File: src/rtl/decode_stage.sv
// ============================================================================
// decode_stage : RV32I OP/OP-IMM decode + register read, one-entry output reg
// Revision     : 1.0
// ============================================================================
`default_nettype none

module decode_stage #(
  parameter int WIDTH = 32
) (
  input  logic             clk,
  input  logic             rst_n,
  input  logic             in_valid,
  output logic             in_ready,
  input  logic [31:0]      in_instr,
  input  logic             wb_en,
  input  logic [4:0]       wb_rd,
  input  logic [WIDTH-1:0] wb_data,
  output logic             out_valid,
  input  logic             out_ready,
  output logic [2:0]       out_fn,
  output logic [6:0]       out_funct7,
  output logic [WIDTH-1:0] out_a,
  output logic [WIDTH-1:0] out_b,
  output logic [4:0]       out_rd,
  output logic             illegal
);

  localparam logic [6:0] c_OPC_OP  = 7'b0110011;
  localparam logic [6:0] c_OPC_IMM = 7'b0010011;
  localparam logic [6:0] c_F7_ALT  = 7'b0100000;
  localparam logic       c_EMPTY   = 1'b0;
  localparam logic       c_FULL    = 1'b1;

  logic [WIDTH-1:0] r_regs [32];
  logic             r_state;
  logic             w_state_nxt;
  logic             r_illegal;
  logic [2:0]       r_fn;
  logic [6:0]       r_funct7;
  logic [WIDTH-1:0] r_a;
  logic [WIDTH-1:0] r_b;
  logic [4:0]       r_rd;

  logic [6:0]       w_opcode;
  logic [4:0]       w_rd;
  logic [2:0]       w_f3;
  logic [4:0]       w_rs1;
  logic [4:0]       w_rs2;
  logic [6:0]       w_f7;
  logic [11:0]      w_imm;
  logic [WIDTH-1:0] w_rs1_val;
  logic [WIDTH-1:0] w_rs2_val;
  logic [WIDTH-1:0] w_b;
  logic [6:0]       w_funct7;
  logic             w_legal;
  logic             w_accept;
  logic             w_load;

  assign w_opcode = in_instr[6:0];
  assign w_rd     = in_instr[11:7];
  assign w_f3     = in_instr[14:12];
  assign w_rs1    = in_instr[19:15];
  assign w_rs2    = in_instr[24:20];
  assign w_f7     = in_instr[31:25];
  assign w_imm    = in_instr[31:20];

  // Same-cycle writeback is forwarded so the read sees the value landing now
  assign w_rs1_val = (w_rs1 == 5'd0) ? '0 :
                     (wb_en && wb_rd == w_rs1) ? wb_data : r_regs[w_rs1];
  assign w_rs2_val = (w_rs2 == 5'd0) ? '0 :
                     (wb_en && wb_rd == w_rs2) ? wb_data : r_regs[w_rs2];

  always_comb begin
    w_legal  = 1'b0;
    w_funct7 = 7'd0;
    w_b      = w_rs2_val;
    case (w_opcode)
      c_OPC_OP: begin
        if (w_f7 == 7'd0) begin
          w_legal = 1'b1;
        end else if (w_f7 == c_F7_ALT && (w_f3 == 3'b000 || w_f3 == 3'b101)) begin
          w_legal  = 1'b1;
          w_funct7 = c_F7_ALT;
        end
      end
      c_OPC_IMM: begin
        w_b = {{(WIDTH-12){w_imm[11]}}, w_imm};
        case (w_f3)
          3'b001: begin
            w_b     = {{(WIDTH-5){1'b0}}, w_imm[4:0]};
            w_legal = (w_imm[11:5] == 7'd0);
          end
          3'b101: begin
            w_b      = {{(WIDTH-5){1'b0}}, w_imm[4:0]};
            w_legal  = (w_imm[11:5] == 7'd0) || (w_imm[11:5] == c_F7_ALT);
            w_funct7 = w_imm[11:5];
          end
          default: w_legal = 1'b1;
        endcase
      end
      default: w_legal = 1'b0;
    endcase
  end

  assign w_accept = in_valid && in_ready;
  assign w_load   = w_accept && w_legal;

  always_ff @(posedge clk or negedge rst_n) begin
    if (!rst_n) r_state <= c_EMPTY;
    else        r_state <= w_state_nxt;
  end

  always_comb begin
    w_state_nxt = r_state;
    case (r_state)
      c_EMPTY: if (w_load) w_state_nxt = c_FULL;
      c_FULL:  if (out_ready && !w_load) w_state_nxt = c_EMPTY;
      default: w_state_nxt = c_EMPTY;
    endcase
  end

  always_comb begin
    out_valid = (r_state == c_FULL);
    in_ready  = !out_valid || out_ready;
  end

  always_ff @(posedge clk or negedge rst_n) begin
    if (!rst_n) begin
      r_fn      <= 3'd0;
      r_funct7  <= 7'd0;
      r_a       <= '0;
      r_b       <= '0;
      r_rd      <= 5'd0;
      r_illegal <= 1'b0;
    end else begin
      r_illegal <= w_accept && !w_legal;
      if (w_load) begin
        r_fn     <= w_f3;
        r_funct7 <= w_funct7;
        r_a      <= w_rs1_val;
        r_b      <= w_b;
        r_rd     <= w_rd;
      end
    end
  end

  always_ff @(posedge clk or negedge rst_n) begin
    if (!rst_n) begin
      for (int i = 0; i < 32; i++) r_regs[i] <= '0;
    end else if (wb_en && wb_rd != 5'd0) begin
      r_regs[wb_rd] <= wb_data;
    end
  end

  assign out_fn     = r_fn;
  assign out_funct7 = r_funct7;
  assign out_a      = r_a;
  assign out_b      = r_b;
  assign out_rd     = r_rd;
  assign illegal    = r_illegal;

endmodule

`default_nettype wire

File: config.mk
export PLATFORM = sky130hd
export DESIGN_NAME = decode_stage
export DESIGN_NICKNAME = d
export VERILOG_FILES = /design/src/rtl/decode_stage.sv
export SDC_FILE = /design/constraint.sdc
export NUM_CORES = 2
export LEC_CHECK = 0
export CAP_MARGIN = 20
export CORE_MARGIN = 3
export CORE_UTILIZATION = 45
export CTS_CLUSTER_SIZE = 14
export DETAILED_ROUTE_END_ITERATION = 8
export GPL_TIMING_DRIVEN = 0
export SLEW_MARGIN = 20
export SYNTH_ARGS = -nofsm -noshare
export SYNTH_HDL_FRONTEND = slang
export SYNTH_SLANG_ARGS = --single-unit
File: constraint.sdc
create_clock -name clk -period 1.6 [get_ports clk]
set_input_delay 0.24 -clock clk [delete_from_list [all_inputs] [get_ports clk]]
set_output_delay 0.24 -clock clk [all_outputs]
set_load 0.03 [all_outputs]
==> results.json <==
{
  "crit_slowest_cell": "clkbuf_1",
  "timing.critical_path.mode_cell": "clkbuf_1",
  "hpwl_um": 158000,
  "die_w_um": 367,
  "hp-class": "primary input to asynchronous set/reset pin",
  "drt-initial-drc-count": 4705,
  "cts_buffer_depth": 3,
  "fmax_mhz": 523,
  "tightest_slew_ns": 1.15,
  "fin_crit_sh_pct": 119,
  "place_area_um2": 63200,
  "root_buffer": "clkbuf_16",
  "synth_ff_type": "dfrtp_1",
  "synthArstFlopShare_pct": 100,
  "drt_wl_total_um": 217000,
  "grt_usage_pct": 32.0,
  "post-route-min-period_ns": 1.91,
  "synth_enable_flop_cells": 0,
  "finalNonFillerCells": 6232,
  "grt_pass1_vias": 40720,
  "p_leak_uw": 0.0303,
  "clock_skew_ns": 0.0222,
  "drive_above_1_share_pct": 54.8,
  "power_density_nw_per_um2": 1240,
  "ioPinCount": 156,
  "drc": 0,
  "path_depth": 6,
  "grt_antenna_before_repair": 13,
  "critPathKind": "primary input to register",
  "final_cell_mix": "dfrtp_1, mux2_2, mux4_2, clkbuf_1, mux2i_1",
  "finalSetupViolCount": 152,
  "die-area_um2": 134000,
  "failed_checks": "negative hold slack, negative setup slack",
  "slew_headroom_pct": 23.6,
  "rows": 131,
  "synth_top_family_by_area": "multiplexers",
  "crit_path_start_kind": "primary input",
  "vias": 40612,
  "cp.arrival_ns": 2.55,
  "nets": 4484,
  "htree_levels": 4,
  "cts_inserted_buffers": 130,
  "routed_via_density": 6.52,
  "worstSetupEndpointType": "register",
  "yosys.area_share.xor_xnor_pct": 0.150,
  "path_clk_slew_ns": 0.05,
  "netlist_area_um2": 58500,
  "synth_compound_area_share_pct": 4.61,
  "yosys.area_share.simple_pct": 3.20,
  "outcome": "finished, violations left",
  "die_h_um": 367,
  "crit_family": "buffers and inverters",
  "rsz0062_at_grt": "yes",
  "routedWlPerCell_um": 34.9,
  "layout_setup_ws_ns": -0.310,
  "yosys-mux-area-fraction_pct": 41.0,
  "ys_ff_latch": 1105,
  "initial_utilization_pct": 45.6,
  "ant_nets": 0,
  "slew_viol_final": 0,
  "cts_tree": "yes",
  "critPathBufInv": 3,
  "synth_cells": 4036,
  "crit_chain": "clkbuf_1 -> clkbuf_2 -> clkbuf_1 -> a21oi_1 -> o22ai_2 -> o31ai_1",
  "final_common_cell": "dfrtp_1",
  "fin_area_um2": 70500,
  "cp.required_ns": 2.24,
  "synthAdderAreaFrac_pct": 0,
  "port_buffers": 144,
  "avgSynthCellArea_um2": 14.5,
  "drtPass1Iterations": 5,
  "dpl.cell_count": 5919,
  "synth.yosys.seq_area_share_pct": 47.3,
  "cp_max_fo": 10,
  "clock-sinks": 1105,
  "max_stage_delay_ns": 0.73,
  "grt_overflow": 0,
  "fp.coreArea_um2": 128000,
  "areaGrowthSynthToFinish_pct": 20.6,
  "yosys_warnings": 0,
  "grt_max_degree": 141,
  "total_power_uw": 87300,
  "synth_cell_types": 59,
  "maxCapViolCount": 0,
  "insertion_delay_ns": 0.77,
  "grt_first_pass_wirelength_um": 306000,
  "reg2reg_depth": 6,
  "hold_violations": 208,
  "synth_fp_nets": 4110,
  "worst_ir_drop_vdd_mv": 1.24,
  "whs_ns": -0.572,
  "gp_congestion": 0.984
}
[cell type report]
class,count,area [µm²]
Tap cell,1729,2160
Buffer,445,3280
Timing Repair Buffer,243,2590
Clock buffer,201,4110
Antenna cell,6,15.0
Fill cell,10563,57800
Multi-Input combinational cell,2476,30500
Inverter,9,33.8
Clock inverter,18,171
Sequential cell,1105,27700
[cells in the mapped netlist, types with 13 or more instances]
library cell / instances / area (µm²)
buf_2: 118 / 591
nand2_1: 102 / 383
mux2_2: 1026 / 11600
nor2_1: 92 / 345
mux4_2: 472 / 10600
buf_1: 49 / 184
o22ai_1: 82 / 513
buf_4: 29 / 218
a221oi_1: 18 / 158
clkbuf_1: 220 / 826
a21oi_1: 121 / 606
buf_6: 25 / 282
and2_1: 78 / 488
dfrtp_1: 1105 / 27700
mux2i_1: 178 / 1780
nand4_1: 19 / 119
nand3_1: 25 / 125
nand2b_1: 13 / 81.3
o31ai_1: 40 / 300
a211oi_1: 67 / 503
[where the power goes]
group | switching (µW) | internal, µW | total (µW) | leakage, µW
Sequential | 3940 | 33100 | 37000 | 0.0142
Combinational | 9340 | 10900 | 20200 | 0.0140
Clock | 12000 | 18000 | 30000 | 0.00211
Total | 25300 | 61900 | 87300 | 0.0303
[metal layers]
metal	vias up	wire, µm	GRT usage (%)
met2	2003	93400	45.6
met3	381	23200	9.76
li1	16187	-	-
met4	6	7540	10.9
met1	22035	93000	46.6
met5	-	45	0
[kinds of logic (layout without fill, tap and decap cells)]
| family | count (synthesis) | count (layout) |
|---|---|---|
| AOI/OAI and AO/OA | 412 | 412 |
| xor gates and xnor gates | 10 | 10 |
| buffers and inverters | 455 | 916 |
| DFF | 1105 | 1105 |
| muxes | 1676 | 1676 |
| other | 0 | 6 |
| and+or+nand+nor | 378 | 378 |
[sequential cells by signal (all words and copies together), names as in the netlist]
signal,flops
illegal,1
out_a,32
out_b,32
out_fn,3
out_funct7,7
out_rd,5
out_valid,1
r_regs,1024
[timing repair]
| item | CTS | global route |
|---|---|---|
| buffers inserted | 51 | 26 |
| pin swaps | 116 | 64 |
| endpoints found under the setup margin | 301 | 334 |
| hold endpoints to repair | 165 | 120 |
| hold buffers | 5 | 2 |
| gates resized for setup | 1014 | 146 |
| cloned | 8 | 2 |
[worst paths after layout]
path | start | to | slack [ns]
max in group asynchronous | rst_n | r_regs[459] | 0.29
setup / recovery | in_instr[16] | out_a[22] | -0.31
hold reg to reg | out_rd[0] | out_rd[0] | 0.47
hold / removal | rst_n | r_regs[121] | -0.57
setup reg to reg | r_regs[834] | out_a[2] | -0.27
min in group clk | wb_en | out_a[0] | 0.10
[stage by stage]
step	setup slack (ns)	util [%]	TNS [ns]
final	-0.310	55.0	-15.90
after global routing	-0.269	54.9	-16.69
after CTS	-0.215	54.4	-12.78
after detailed placement	-2.22	49.2	-879.84
after global placement	-56.30	49.0	-
after floorplan	-0.221	-	-16.67
(Power assumes the default switching activity.)
